### src/rtl/dco_tune_pkg.sv
// Shared definitions for the DCO tuning-word front end.
// Holds the mode/state encoding, default bank sizes and constant helpers
// used to derive mid-code reset values for the matrix code registers.
package dco_tune_pkg;

  // Mode request and FSM state share one encoding.
  typedef enum logic [1:0] {
    MODE_PVT = 2'd0,
    MODE_ACQ = 2'd1,
    MODE_TRK = 2'd2
  } dco_mode_t;

  localparam int unsigned DEF_N_L    = 5;
  localparam int unsigned DEF_N_M    = 16;
  localparam int unsigned DEF_N_S    = 16;
  localparam int unsigned DEF_FRAC_W = 5;

  // Selectors for enc_mask().
  localparam int unsigned ENC_RALL = 0;
  localparam int unsigned ENC_ROW  = 1;
  localparam int unsigned ENC_COL  = 2;

  // Mid-scale code of an n x n bank.
  function automatic int unsigned mid_code(input int unsigned n);
    return (n * n) / 2;
  endfunction

  // Constant-time matrix encoding of v for an n-wide bank (n <= 64),
  // used only to build reset values.
  function automatic logic [63:0] enc_mask(input int unsigned n,
                                           input int unsigned v,
                                           input int unsigned kind);
    logic [63:0] m;
    int unsigned q;
    int unsigned r;
    m = '0;
    q = v / n;
    r = v % n;
    for (int unsigned i = 0; i < n; i++) begin
      case (kind)
        ENC_RALL: m[6'(i)] = (i < q);
        ENC_ROW:  m[6'(i)] = (i == q);
        default:  m[6'(i)] = (i < r);
      endcase
    end
    return m;
  endfunction

endpackage

### src/rtl/cap_mtx_enc.sv
// Combinational value -> row/column/row-all matrix encoder for one bank.
// Values above N*N-1 are clamped. With q = v/N and r = v%N:
//   rall[i] = i < q, row[i] = i == q, col[j] = j < r
// so exactly v cells satisfy rall[i] | (row[i] & col[j]).
// Ports: v (one bit wider than the bank code, to absorb a dither carry),
//        rall_c / row_c / col_c (N bits each).
module cap_mtx_enc
  import dco_tune_pkg::*;
#(
  parameter  int unsigned N  = DEF_N_S,
  localparam int unsigned VW = $clog2(N * N) + 1
) (
  input  logic [VW-1:0] v,
  output logic [N-1:0]  rall_c,
  output logic [N-1:0]  row_c,
  output logic [N-1:0]  col_c
);

  localparam logic [VW-1:0] V_MAX = VW'(N * N - 1);
  localparam logic [VW-1:0] N_V   = VW'(N);

  logic [VW-1:0] v_sat;
  logic [VW-1:0] q;
  logic [VW-1:0] r;

  assign v_sat = (v > V_MAX) ? V_MAX : v;
  assign q     = v_sat / N_V;
  assign r     = v_sat % N_V;

  for (genvar i = 0; i < N; i++) begin : g_bit
    assign rall_c[i] = (VW'(i) < q);
    assign row_c[i]  = (VW'(i) == q);
    assign col_c[i]  = (VW'(i) < r);
  end

endmodule

### src/rtl/dco_tune_ctrl.sv
// Tuning-word front end for the DCO: converts large/medium/small bank OTWs
// into registered matrix codes, with a PVT -> ACQ -> TRK mode FSM deciding
// which bank may load. Optional first-order sigma-delta dither on the small
// bank is enabled by defining DCO_DITHER_EN.
// Ports: clk, rst (sync, active-high), mode, otw_valid, otw_l/m/s in;
//        state, upd, c_{l,m,s}_{rall,row,col} out (all registered).
module dco_tune_ctrl
  import dco_tune_pkg::*;
#(
  parameter  int unsigned N_L    = DEF_N_L,
  parameter  int unsigned N_M    = DEF_N_M,
  parameter  int unsigned N_S    = DEF_N_S,
  parameter  int unsigned FRAC_W = DEF_FRAC_W,
  localparam int unsigned W_L    = $clog2(N_L * N_L),
  localparam int unsigned W_M    = $clog2(N_M * N_M),
  localparam int unsigned W_S    = $clog2(N_S * N_S)
) (
  input  logic                  clk,
  input  logic                  rst,
  input  logic [1:0]            mode,
  input  logic                  otw_valid,
  input  logic [W_L-1:0]        otw_l,
  input  logic [W_M-1:0]        otw_m,
  input  logic [W_S+FRAC_W-1:0] otw_s,
  output logic [1:0]            state,
  output logic                  upd,
  output logic [N_L-1:0]        c_l_rall,
  output logic [N_L-1:0]        c_l_row,
  output logic [N_L-1:0]        c_l_col,
  output logic [N_M-1:0]        c_m_rall,
  output logic [N_M-1:0]        c_m_row,
  output logic [N_M-1:0]        c_m_col,
  output logic [N_S-1:0]        c_s_rall,
  output logic [N_S-1:0]        c_s_row,
  output logic [N_S-1:0]        c_s_col
);

  localparam int unsigned VW_S = W_S + 1;

  localparam logic [W_L-1:0] MID_L = W_L'(mid_code(N_L));
  localparam logic [W_M-1:0] MID_M = W_M'(mid_code(N_M));
  localparam logic [W_S-1:0] MID_S = W_S'(mid_code(N_S));

  localparam logic [N_L-1:0] RST_L_RALL = N_L'(enc_mask(N_L, mid_code(N_L), ENC_RALL));
  localparam logic [N_L-1:0] RST_L_ROW  = N_L'(enc_mask(N_L, mid_code(N_L), ENC_ROW));
  localparam logic [N_L-1:0] RST_L_COL  = N_L'(enc_mask(N_L, mid_code(N_L), ENC_COL));
  localparam logic [N_M-1:0] RST_M_RALL = N_M'(enc_mask(N_M, mid_code(N_M), ENC_RALL));
  localparam logic [N_M-1:0] RST_M_ROW  = N_M'(enc_mask(N_M, mid_code(N_M), ENC_ROW));
  localparam logic [N_M-1:0] RST_M_COL  = N_M'(enc_mask(N_M, mid_code(N_M), ENC_COL));
  localparam logic [N_S-1:0] RST_S_RALL = N_S'(enc_mask(N_S, mid_code(N_S), ENC_RALL));
  localparam logic [N_S-1:0] RST_S_ROW  = N_S'(enc_mask(N_S, mid_code(N_S), ENC_ROW));
  localparam logic [N_S-1:0] RST_S_COL  = N_S'(enc_mask(N_S, mid_code(N_S), ENC_COL));

  dco_mode_t st;
  dco_mode_t nxt;
  dco_mode_t req;
  logic      recentre;

  // Bank registers hold the raw integer part; clamping happens in the encoder.
  logic [W_L-1:0]  v_l;
  logic [W_M-1:0]  v_m;
  logic [W_S-1:0]  v_s;
  logic [VW_S-1:0] v_s_out;

  logic [N_L-1:0] l_rall_c, l_row_c, l_col_c;
  logic [N_M-1:0] m_rall_c, m_row_c, m_col_c;
  logic [N_S-1:0] s_rall_c, s_row_c, s_col_c;
  logic           code_chg_c;

  assign state = st;

  // Mode request decode; 3 aliases to TRK.
  always_comb begin
    req = MODE_TRK;
    case (mode)
      2'd0:    req = MODE_PVT;
      2'd1:    req = MODE_ACQ;
      default: req = MODE_TRK;
    endcase
  end

  // Next state: forward moves and PVT returns are taken, TRK->ACQ is not.
  always_comb begin
    nxt = st;
    case (st)
      MODE_PVT: nxt = req;
      MODE_ACQ: nxt = req;
      MODE_TRK: nxt = (req == MODE_PVT) ? MODE_PVT : MODE_TRK;
      default:  nxt = MODE_PVT;
    endcase
  end

  assign recentre = (st != MODE_PVT) && (nxt == MODE_PVT);

`ifdef DCO_DITHER_EN
  logic [FRAC_W-1:0] frac_s;
  logic [FRAC_W-1:0] acc;
  logic [FRAC_W:0]   acc_sum;
  logic              carry;

  assign acc_sum = {1'b0, acc} + {1'b0, frac_s};
  assign carry   = (st == MODE_TRK) && acc_sum[FRAC_W];
  assign v_s_out = {1'b0, v_s} + VW_S'(carry);

  // Fraction of the accepted small-bank word and its phase accumulator.
  always_ff @(posedge clk) begin
    if (rst) begin
      frac_s <= '0;
      acc    <= '0;
    end else begin
      if (otw_valid && (st == MODE_TRK)) frac_s <= otw_s[FRAC_W-1:0];
      if (recentre) begin
        frac_s <= '0;
        acc    <= '0;
      end else if (st == MODE_TRK) begin
        acc <= acc_sum[FRAC_W-1:0];
      end
    end
  end
`else
  logic unused_frac;
  assign unused_frac = ^otw_s[FRAC_W-1:0];
  assign v_s_out     = {1'b0, v_s};
`endif

  cap_mtx_enc #(.N(N_L)) u_enc_l (
    .v      ({1'b0, v_l}),
    .rall_c (l_rall_c),
    .row_c  (l_row_c),
    .col_c  (l_col_c)
  );

  cap_mtx_enc #(.N(N_M)) u_enc_m (
    .v      ({1'b0, v_m}),
    .rall_c (m_rall_c),
    .row_c  (m_row_c),
    .col_c  (m_col_c)
  );

  cap_mtx_enc #(.N(N_S)) u_enc_s (
    .v      (v_s_out),
    .rall_c (s_rall_c),
    .row_c  (s_row_c),
    .col_c  (s_col_c)
  );

  assign code_chg_c = (l_rall_c != c_l_rall) || (l_row_c != c_l_row) || (l_col_c != c_l_col) ||
                      (m_rall_c != c_m_rall) || (m_row_c != c_m_row) || (m_col_c != c_m_col) ||
                      (s_rall_c != c_s_rall) || (s_row_c != c_s_row) || (s_col_c != c_s_col);

  // State, bank registers and registered matrix codes.
  always_ff @(posedge clk) begin
    if (rst) begin
      st       <= MODE_PVT;
      v_l      <= MID_L;
      v_m      <= MID_M;
      v_s      <= MID_S;
      upd      <= 1'b0;
      c_l_rall <= RST_L_RALL;
      c_l_row  <= RST_L_ROW;
      c_l_col  <= RST_L_COL;
      c_m_rall <= RST_M_RALL;
      c_m_row  <= RST_M_ROW;
      c_m_col  <= RST_M_COL;
      c_s_rall <= RST_S_RALL;
      c_s_row  <= RST_S_ROW;
      c_s_col  <= RST_S_COL;
    end else begin
      st <= nxt;
      // The bank of the current (old) state owns an incoming OTW.
      if (otw_valid) begin
        case (st)
          MODE_PVT: v_l <= otw_l;
          MODE_ACQ: v_m <= otw_m;
          MODE_TRK: v_s <= otw_s[W_S+FRAC_W-1:FRAC_W];
          default:  ;
        endcase
      end
      // Returning to PVT re-centres the finer banks, overriding a same-cycle load.
      if (recentre) begin
        v_m <= MID_M;
        v_s <= MID_S;
      end
      upd      <= code_chg_c;
      c_l_rall <= l_rall_c;
      c_l_row  <= l_row_c;
      c_l_col  <= l_col_c;
      c_m_rall <= m_rall_c;
      c_m_row  <= m_row_c;
      c_m_col  <= m_col_c;
      c_s_rall <= s_rall_c;
      c_s_row  <= s_row_c;
      c_s_col  <= s_col_c;
    end
  end

endmodule
### config.mk
export PLATFORM = sky130hd
export DESIGN_NAME = dco_tune_ctrl
export DESIGN_NICKNAME = d
export VERILOG_FILES = /design/src/rtl/dco_tune_pkg.sv /design/src/rtl/cap_mtx_enc.sv /design/src/rtl/dco_tune_ctrl.sv
export SDC_FILE = /design/constraint.sdc
export NUM_CORES = 1
export LEC_CHECK = 0
export ABC_AREA = 1
export ABC_CLOCK_PERIOD_IN_PS = 7750
export CORE_MARGIN = 1.5
export CORE_UTILIZATION = 55
export CTS_CLUSTER_DIAMETER = 40
export CTS_CLUSTER_SIZE = 24
export DETAILED_ROUTE_END_ITERATION = 8
export PLACE_DENSITY_LB_ADDON = 0.25
export SLEW_MARGIN = 20
export SYNTH_ARGS = -nofsm -noshare
export SYNTH_HDL_FRONTEND = slang
export SYNTH_SLANG_ARGS = --single-unit
### constraint.sdc
create_clock -name clk -period 7.75 [get_ports clk]
set_input_delay 0.775 -clock clk [delete_from_list [all_inputs] [get_ports clk]]
set_output_delay 0.775 -clock clk [all_outputs]
set_load 0.01 [all_outputs]
Word-level counts from Yosys, hierarchy flattened:

Index checks and enable logic that the tools add are counted.

* bits in registers: 135
* input port bits: 31
* output and inout bits: 114
* word-level logic and storage cells: 167

* divide/modulo/power cells: 2
* magnitude comparators: 77
* equality and inequality tests: 46
* multiplexer cells: 6
* reduce and logical (&&, ||, !) cells: 22

Operators by type and width (number)
* inequality test 16 bit: 6
* == test 4 x 5 -> 1 bit (first input constant): 16
* < comparator 4 x 5 -> 1 bit (first input constant): 16
* < comparator 4 bit (first input constant): 16
* == test 3 x 5 -> 1 bit (first input constant): 8
* < comparator 3 x 5 -> 1 bit (first input constant): 8
* < comparator 3 x 4 -> 1 bit (first input constant): 8
* < comparator 1 x 6 -> 1 bit (first input constant): 4
* < comparator 2 x 6 -> 1 bit (first input constant): 4
* == test 2 x 5 -> 1 bit (first input constant): 4
* < comparator 1 x 5 -> 1 bit (first input constant): 4
* < comparator 2 x 5 -> 1 bit (first input constant): 4
* zero test 9 bit: 2
* > comparator 8 bit (second input constant): 2
* < comparator 1 x 4 -> 1 bit (first input constant): 4
* < comparator 2 x 4 -> 1 bit (first input constant): 4
* 2-to-1 mux 8 bit: 2
* inequality test 5 bit: 3
* == test 2 x 6 -> 1 bit (first input constant): 2
* < comparator 3 x 6 -> 1 bit (first input constant): 2
* == test 1 x 5 -> 1 bit (first input constant): 2
* zero test 2 bit: 4
* logical OR 1 bit: 8
* one-hot mux 2 bit (2 select lines): 2
* 14 further kinds: 18

Logic depth before layout (Yosys ltp):

Gate-level depths: netlist of run 1.

* depth after elaboration: 13
* depth in mapped cells: 25
* mapped depth without buffers: 24

Hierarchy:

From an unflattened synthesis of run 1, not the netlist that was laid out.

* cell total of the unflattened synthesis: 1128
* area total of the unflattened synthesis: 7335.8 µm²

Modules (own cells, without submodules)
* dco_tune_ctrl: times used 1, cells each 844, area each 5833.1 µm², sequential area each 2702.6 µm²
* cap_mtx_enc (u_enc_m ...): times used 2, cells each 89, area each 474.2 µm², sequential area each 0.0 µm²
* cap_mtx_enc (u_enc_l): times used 1, cells each 106, area each 554.3 µm², sequential area each 0.0 µm²

Worst setup path after synthesis of run 1:

No wires, ideal clock.

* path kind: flip-flop to flip-flop
* start: register v_l[2]
* end: register upd
* library setup time: 0.109 ns
* arrival: 2.595 ns
* required time: 7.641 ns
* setup slack: 5.046 ns
* stages on the path, launching flop included: 22
* path buffers: 2
* period minus slack after synthesis: 2.704 ns
* cell sequence: dfxtp_1 -> inv_1 -> a21oi_1 -> o21ai_0 -> ha_1 -> inv_1 -> nand2_2 -> buf_6 -> a21oi_4 -> nand3_2 -> buf_12 -> nand2_8 -> nand2_4 -> o211ai_2 -> nand2_2 -> nor2_8 -> nand2_2 -> xor2_1 -> nor2_1 -> nand3_1 -> nand2_1 -> inv_1

* longest elaborated chain between the ends: 13
* elaborated cells on any way between the ends: 30
* those cells by class: 2 x div; 11 x order compare; 7 x eq/ne; 1 x mux; 9 x reduce/logical

RTL lines
* start, declared: RTL line dco_tune_ctrl.sv:60 `logic [W_L-1:0] v_l;`
* start signal, assigned: RTL line dco_tune_ctrl.sv:173 `MODE_PVT: v_l <= otw_l;`
* > comparator 5 bit: RTL line cap_mtx_enc.sv:26 `assign v_sat = (v > V_MAX) ? V_MAX : v;`
* 2-to-1 mux 5 bit (*): RTL line cap_mtx_enc.sv:26
* divider 6 x 3 -> 6 bit: RTL line cap_mtx_enc.sv:27 `assign q = v_sat / N_V;`
* < comparator 1 x 6 -> 1 bit (tied with other cells): RTL line cap_mtx_enc.sv:31 `assign rall_c[i] = (VW'(i) < q);`
* inequality test 5 bit: RTL line dco_tune_ctrl.sv:147 `assign code_chg_c = (l_rall_c != c_l_rall) || (l_row_c != c_l_row) || (l_col_c != c_l_col) ||`
* logical OR 1 bit: RTL line dco_tune_ctrl.sv:147
* logical OR 1 bit (*) (2 in a row): RTL line dco_tune_ctrl.sv:147
* logical OR 1 bit (*) (3 in a row): RTL line dco_tune_ctrl.sv:148 `(m_rall_c != c_m_rall) || (m_row_c != c_m_row) || (m_col_c != c_m_col) ||`
* logical OR 1 bit (*) (2 in a row): RTL line dco_tune_ctrl.sv:149 `(s_rall_c != c_s_rall) || (s_row_c != c_s_row) || (s_col_c != c_s_col);`
* end signal, assigned: RTL line dco_tune_ctrl.sv:184 `upd <= code_chg_c;`
* end, declared: RTL line dco_tune_ctrl.sv:26 `output logic upd,`

Every way passes the cells marked *; elsewhere a longest branch is shown, timed or not.
A chain may end at the register's enable or synchronous reset.

Worst setup path in the final report of run 1:

* start: register v_l[0]
* end: register upd

The elaborated chain is that of the path after synthesis.

==> results of run 1 <==
-- registers in the layout (all words and copies together) (netlist names) --
| signal | flops |
|---|---|
| c_m_row | 16 |
| c_m_rall | 15 |
| v_l | 5 |
| state | 2 |
| upd | 1 |
| v_m | 8 |
| c_s_rall | 15 |
| c_l_col | 5 |
| c_l_rall | 5 |
| c_l_row | 5 |
| v_s | 8 |
| c_s_col | 15 |
| c_s_row | 16 |
| c_m_col | 15 |
-- per-layer routing --
layer | vias to the layer above | wire [um] | track usage [%]
met3 | 43 | 1471 | 6.452
met2 | 320 | 8335 | 47.57
met1 | 2889 | 7836 | 40.66
li1 | 3096 | - | -
met5 | - | 0 | 0
met4 | 0 | 559 | 12.56
-- metrics by stage --
step	power [mW]	std cells
floorplan	1.012	897
global placement	1.104	1141
detailed placement	1.113	1141
CTS	1.809	1173
global route	1.891	1173
finish	1.811	1173
-- power by group through the flow --
stage               registers (mW)  logic (mW)  clock network [mW]
global route                 0.727       0.418               0.746
CTS                          0.724       0.379               0.707
floorplan                    0.737       0.275                   0
global placement             0.738       0.366                   0
finish                       0.725       0.381               0.706
detailed placement           0.738       0.375                   0
-- kinds of logic after synthesis --
logic type | Yosys count | share of synthesized area (%)
xor+xnor | 40 | 5.488
fa+ha+maj | 3 | 0.5881
buf+inv | 138 | 8.781
other cells | 1 | 0.05874
compound gates | 97 | 9.310
simple gates | 484 | 34.69
flops | 131 | 41.08
-- layout by cell type (no fill, tap or decap), types with 3 or more instances in the layout --
master / count
xor2_1: 23
clkinvlp_4: 4
xnor2_1: 17
nand4_1: 37
o211ai_1: 7
nor2_2: 4
ha_1: 3
nand2_2: 11
nand3_2: 5
conb_1: 4
clkinv_2: 7
a21boi_0: 4
a21oi_1: 34
inv_2: 8
or2_2: 7
clkbuf_16: 17
dfxtp_1: 131
nor2_1: 149
nor3_1: 16
nand2_4: 5
nand2_1: 194
nand3_1: 42
inv_1: 93
o21ai_0: 31
nand3b_1: 6
a22oi_1: 3
clkdlybuf4s50_1: 134
o22ai_1: 6
-- cell type report --
class                           count  area, um^2  share of cell area (%)
Timing Repair Buffer              137        1361                   16.45
Clock inverter                     14       91.34                   1.103
Inverter                          102       382.9                   4.625
Multi-Input combinational cell    628        3212                   38.80
Sequential cell                   131        2623                   31.68
Tap cell                          143       178.9                   2.161
Clock buffer                       18       429.2                   5.184
-- tightest hold or removal path, cell delays in order, from the launching register on --
cell	delay (ns)
dfxtp_1	0.33
nand2_1	0.07
a21oi_1	0.06
-- worst max-delay path by stage --
| stage | to | cells after the start | start |
|---|---|---|---|
| 2_1_floorplan | upd$_SDFF_PP0_ | 21 | v_l[2]$_SDFFE_PP1P_ |
| 3_3_place_gp | upd$_SDFF_PP0_ | 23 | v_l[0]$_SDFFE_PP0P_ |
| 3_5_place_dp | upd$_SDFF_PP0_ | 23 | v_l[0]$_SDFFE_PP0P_ |
| 4_1_cts | upd$_SDFF_PP0_ | 23 | v_l[0]$_SDFFE_PP0P_ |
| 5_1_grt | upd$_SDFF_PP0_ | 22 | v_l[2]$_SDFFE_PP1P_ |
| 6_report | upd$_SDFF_PP0_ | 23 | v_l[0]$_SDFFE_PP0P_ |
==> impl_metrics.json, run 1 <==
{
  "ir_drop_mv": 0.1150,
  "path_max_fanout": 11,
  "ios": 145,
  "sw_frac_of_total_pct": 31.04,
  "syn_area_um2": 6384,
  "synth_enable_flop_cells": 0,
  "ant_nets": 0,
  "wl_per_cell_um": 15.52,
  "r2r_end": "upd$_SDFF_PP0_",
  "hp-class": "register to register",
  "n_fill_cell": 925,
  "p_int_mw": 1.249,
  "end_kind": "register",
  "yosysSeqAreaShare_pct": 41.08,
  "slew_headroom_pct": 40.14,
  "synthTopCellsByArea": "dfxtp_1, nand2_1, nor2_1",
  "via_per_inst": 5.412,
  "max_cap_violations": 0,
  "synthCells": 894,
  "coreArea_um2": 11370,
  "pre_cts_ws_ns": 4.228,
  "port_buffers": 135,
  "critPathMostFrequentCell": "nand2_1",
  "numCtsBuffers": 17,
  "drt_iter0_drc": 674,
  "synth_flop_cell": "dfxtp_1",
  "cts_resized": 0,
  "clock_latency_ns": 0.42,
  "ff2ff_path_depth": 23,
  "syn2layout_area_growth_pct": 29.67,
  "cellPowerDensity_nw_per_um2": 218.8,
  "cts_tree": "yes",
  "synth_warnings": 0,
  "yosysUniqueCellTypes": 47,
  "p_seq_share_pct": 40.0,
  "reg2reg_slack_ns": 4.17,
  "cts_root_buffer": "clkbuf_16",
  "final.setup.tns_ns": 0,
  "cp_top_family": "simple AND/OR/NAND/NOR gates",
  "n_antenna_cell": 0,
  "final_area_um2": 8278,
  "drc": 0,
  "synth_seq_cells": 131,
  "setup_ws_ns": 4.167,
  "final_net_count": 1051,
  "die_area_um2": 12260,
  "fin_crit_ns": 3.583,
  "grt_overflow": 0,
  "final_util_pct": 72.81,
  "critical_path_buf_inv_count": 3,
  "yosysTopAreaCell": "dfxtp_1",
  "whs_endpoint": "v_s[0]$_SDFFE_PP0P_",
  "max_freq_mhz": 279.1,
  "hold_viol": 0,
  "critPathMaxStageDelay_ns": 0.38,
  "pwr-share-clk_pct": 39.0,
  "holdCritStartpoint": "v_s[0]$_SDFFE_PP0P_",
  "ctsHoldBuffers": 0,
  "post_route_cells_drive_above_1_share_pct": 8.155,
  "dr.pass1.iters": 6,
  "initial_utilization_pct": 56.15,
  "die_w_um": 110.7,
  "combPwrFrac_pct": 21.0,
  "leakage_nw": 3.571,
  "grt_start_max_net_pins": 81,
  "crit_path_start_kind": "register",
  "clockBufferDepth": 2,
  "rsz0062_at_grt": "false",
  "vias": 6348,
  "routed_wl_um": 18200,
  "timing.final.crit_share_pct": 46.24,
  "fin_hold_ws_ns": 0.5115,
  "syn_avg_cell_area_um2": 7.141,
  "yosys-top-cells-count": "nand2_1, nor2_1, dfxtp_1, inv_1, nand3_1",
  "yosysMostFrequentCell": "nand2_1",
  "clock-sinks": 131,
  "rows": 39,
  "hold_depth": 2,
  "clk_pin_slew_worst_paths_ns": 0.06,
  "tightest_slew_ns": 0.8979,
  "reg2reg_from": "v_l[0]$_SDFFE_PP0P_",
  "grt_usage_pct": 30.30,
  "drv_slew": 0,
  "cp_slowest_cell": "nand3_2",
  "synth_top_area_share_pct": 41.08,
  "synthArstFlopShare_pct": 0,
  "critPathArrivalTime_ns": 3.89,
  "grt_pass1_wl_um": 29280,
  "path_class": "register to register",
  "first_global_vias": 5799,
  "p_switching_mw": 0.5621,
  "required_ns": 8.06,
  "placed_cell_area_um2": 7757,
  "place_hpwl_um": 13810,
  "htree_levels": 4,
  "clock_skew_ns": 0.006384,
  "outcome": "completed",
  "gp_congestion": 0.9469,
  "crit_chain": "nor2_1 > a21oi_1 > o21ai_0 > ha_1 > inv_1 > nand2_2 > nand2_1 > nand2_2 > nand3_2 > nand2_1 > nand2_2 > inv_2 > nand3_2 > nor2_2 > nand3_1 > nand2_1 > nand2_1 > nor2_1 > nand3_1 > nor2_1 > nand3_1 > nand2_1 > inv_1",
  "die_h_um": 110.7,
  "antenna_found_initial": 0,
  "post_cts_buffers": 0,
  "setup_viol_count_final": 0
}
No activity file was read; power rests on OpenSTA's default activity.
==> run 2: changes to the inputs <==
--- a/config.mk
+++ b/config.mk
@@ -6,9 +6,9 @@
 export NUM_CORES = 1
 export LEC_CHECK = 0
 export ABC_AREA = 1
-export ABC_CLOCK_PERIOD_IN_PS = 7750
+export ABC_CLOCK_PERIOD_IN_PS = 3350
 export CORE_MARGIN = 1.5
-export CORE_UTILIZATION = 55
+export CORE_UTILIZATION = 51
 export CTS_CLUSTER_DIAMETER = 40
 export CTS_CLUSTER_SIZE = 24
 export DETAILED_ROUTE_END_ITERATION = 8
==> constraint.sdc (replaced) <==
create_clock -name clk -period 3.35 [get_ports clk]
set_input_delay 0.335 -clock clk [delete_from_list [all_inputs] [get_ports clk]]
set_output_delay 0.335 -clock clk [all_outputs]
set_load 0.01 [all_outputs]
==> run 2 against run 1 <==
Effect of this change: wire length increased by 2.0%; count of clock-buffer cells in the layout increased by 7; register-to-register slack got worse by 3.8 ns; via count decreased by 0.43%; combinational power increased by 140%; power increased by 130%; first-iteration DRC count decreased by 12%; largest cell class unchanged; highest routed layer unchanged.
==> impl_metrics.json, run 2 (same netlist as run 1, synthesis figures left out) <==
{
  "max_freq_mhz": 331.9,
  "worstSetupStartpoint": "v_l[0]$_SDFFE_PP0P_",
  "final_cells": 1204,
  "initial_utilization_pct": 52.71,
  "fin_crit_ns": 3.013,
  "via_per_inst": 5.250,
  "tightest_slew_ns": 0.8753,
  "final_cell_mix": "nand2_1, nor2_1, clkdlybuf4s50_1",
  "wl_per_cell_um": 15.42,
  "timing.final.crit_share_pct": 89.93,
  "final_common_cell": "nand2_1",
  "required_ns": 3.67,
  "rsz0062_at_grt": "false",
  "r2r_end": "upd$_SDFF_PP0_",
  "critical_path_buf_inv_count": 3,
  "ff2ff_path_depth": 22,
  "top_regs": "c_m_row (16), c_s_row (16)",
  "path_max_fanout": 5,
  "path_class": "register to register",
  "final_net_count": 1059,
  "ant_nets": 0,
  "hold_viol": 0,
  "first_global_vias": 5593,
  "cp_slowest_cell": "dfxtp_1",
  "reg2reg_slack_ns": 0.34,
  "routed_wl_um": 18560,
  "drc": 0,
  "leakage_nw": 3.622,
  "reg2reg_from": "v_l[0]$_SDFFE_PP0P_",
  "ios": 145,
  "coreArea_um2": 12110,
  "crit_path_start_kind": "register",
  "dp.cells": 1173,
  "clk_pin_slew_worst_paths_ns": 0.06,
  "die_h_um": 114.9,
  "end_kind": "register",
  "multi_input_area_um2": 3227,
  "htree_levels": 4,
  "dr.pass1.iters": 6,
  "grt_usage_pct": 28.43,
  "clockBufferDepth": 2,
  "drv_slew": 0,
  "vias": 6321,
  "crit_chain": "nor2_2 > a21oi_1 > nor2_1 > inv_1 > ha_1 > nor2_1 > a21oi_4 > buf_4 > nand4_1 > nand3_2 > nand2_4 > nand3_2 > nor2_2 > nand3_1 > nand2_1 > nand2_1 > nor2_1 > nand3_1 > nor2_1 > nand3_1 > nand2_1 > inv_1",
  "n_antenna_cell": 0,
  "cp_top_family": "simple AND/OR/NAND/NOR gates",
  "drt_iter0_drc": 594,
  "seqCellArea_um2": 2626,
  "pre_cts_ws_ns": 0.2300,
  "rows": 40,
  "setup_ws_ns": 0.3372,
  "grt_start_max_net_pins": 80,
  "n_fill_cell": 1042,
  "cellPowerDensity_nw_per_um2": 503.8,
  "cp_num_cells": 22,
  "numCtsBuffers": 17,
  "port_buffers": 135,
  "grt_pass1_wl_um": 28290,
  "die_w_um": 114.9,
  "ir_drop_mv": 0.2835,
  "ctsHoldBuffers": 0,
  "max_cap_violations": 0,
  "critPathArrivalTime_ns": 3.33,
  "slew_headroom_pct": 41.65,
  "grt_overflow": 0,
  "setup_viol_count_final": 0,
  "total_power_mw": 4.227,
  "die_area_um2": 13200,
  "clock-sinks": 131,
  "place_hpwl_um": 14140,
  "syn2layout_area_growth_pct": 31.44,
  "post_route_cells_drive_above_1_share_pct": 8.880,
  "critPathMaxStageDelay_ns": 0.35,
  "outcome": "completed",
  "cts_tree": "yes",
  "clock_skew_ns": 0.005984,
  "endpoint": "upd$_SDFF_PP0_",
  "clock_latency_ns": 0.42,
  "critPathMostFrequentCell": "nor2_1",
  "cts_root_buffer": "clkbuf_16",
  "gp_congestion": 0.9478,
  "hp-class": "primary input to register",
  "final.setup.tns_ns": 0,
  "antenna_found_initial": 0
}
-- run 2: changes by cell type in the layout (fill, tap and decap cells not counted), sizes merged --
cell	delta
inv	-1
buf	+8
clkinvlp	-3
clkbuf	+7
clkinv	-5
-- run 2: worst min path at each step --
stage | startpoint | to | cells after the start
2_1_floorplan | mode[1] | state[0]$_SDFF_PP0_ | 1
3_3_place_gp | v_s[0]$_SDFFE_PP0P_ | v_s[0]$_SDFFE_PP0P_ | 2
3_5_place_dp | v_s[0]$_SDFFE_PP0P_ | v_s[0]$_SDFFE_PP0P_ | 2
4_1_cts | rst | c_s_rall[5]$_SDFF_PP1_ | 3
5_1_grt | rst | c_s_rall[4]$_SDFF_PP1_ | 3
6_report | rst | c_s_rall[5]$_SDFF_PP1_ | 3
-- run 2: worst register-to-register path, cell delays in order (launching register included) --
cell     delay (ns)
dfxtp_1        0.35
nor2_2         0.16
a21oi_1        0.09
nor2_1         0.22
inv_1          0.11
ha_1           0.23
nor2_1         0.19
a21oi_4        0.08
buf_4          0.17
nand4_1        0.09
nand3_2        0.15
nand2_4        0.14
nand3_2        0.10
nor2_2         0.15
nand3_1        0.09
nand2_1        0.06
nand2_1        0.05
nor2_1         0.11
nand3_1        0.08
nor2_1         0.12
nand3_1        0.08
nand2_1        0.06
inv_1          0.03
-- run 2: layout make-up --
type                       count  share of cell area, %
tap                          168                  2.505
multi-input combinational    628                  38.46
clock inverter                 5                 0.3281
sequential                   131                  31.30
clock buffer                  25                  5.905
inverter                     102                  4.563
timing repair buffer         145                  16.94
-- run 2: power by group --
group | internal [mW] | switching (mW) | total (mW)
Sequential | 1.62 | 0.0612 | 1.68
Combinational | 0.351 | 0.547 | 0.899
Clock | 1.01 | 0.642 | 1.65
Total | 2.98 | 1.25 | 4.23
-- run 2: routing by layer --
metal | global-route usage [%] | vias to the layer above | wire length, um
met1 | 37.81 | 2858 | 8072
li1 | - | 3111 | -
met2 | 43.93 | 314 | 8283
met4 | 14.07 | 0 | 617
met3 | 6.115 | 38 | 1588
met5 | 0 | - | 0
-- run 2: repair_timing --
action	4_1_cts	5_1_grt
setup buffers	0	1
resized for setup	0	6
endpoints found under the setup margin	0	1
-- run 2: stage by stage --
stage / utilization [%] / instance area (um^2) / hold slack (ns)
after floorplan: - / 6395 / 0.4135
after global placement: 64.74 / 7841 / 0.4836
after detailed placement: 64.74 / 7841 / 0.4916
after CTS: 69.06 / 8364 / 0.3954
after global routing: 69.28 / 8391 / 0.4333
final: 69.28 / 8391 / 0.4055
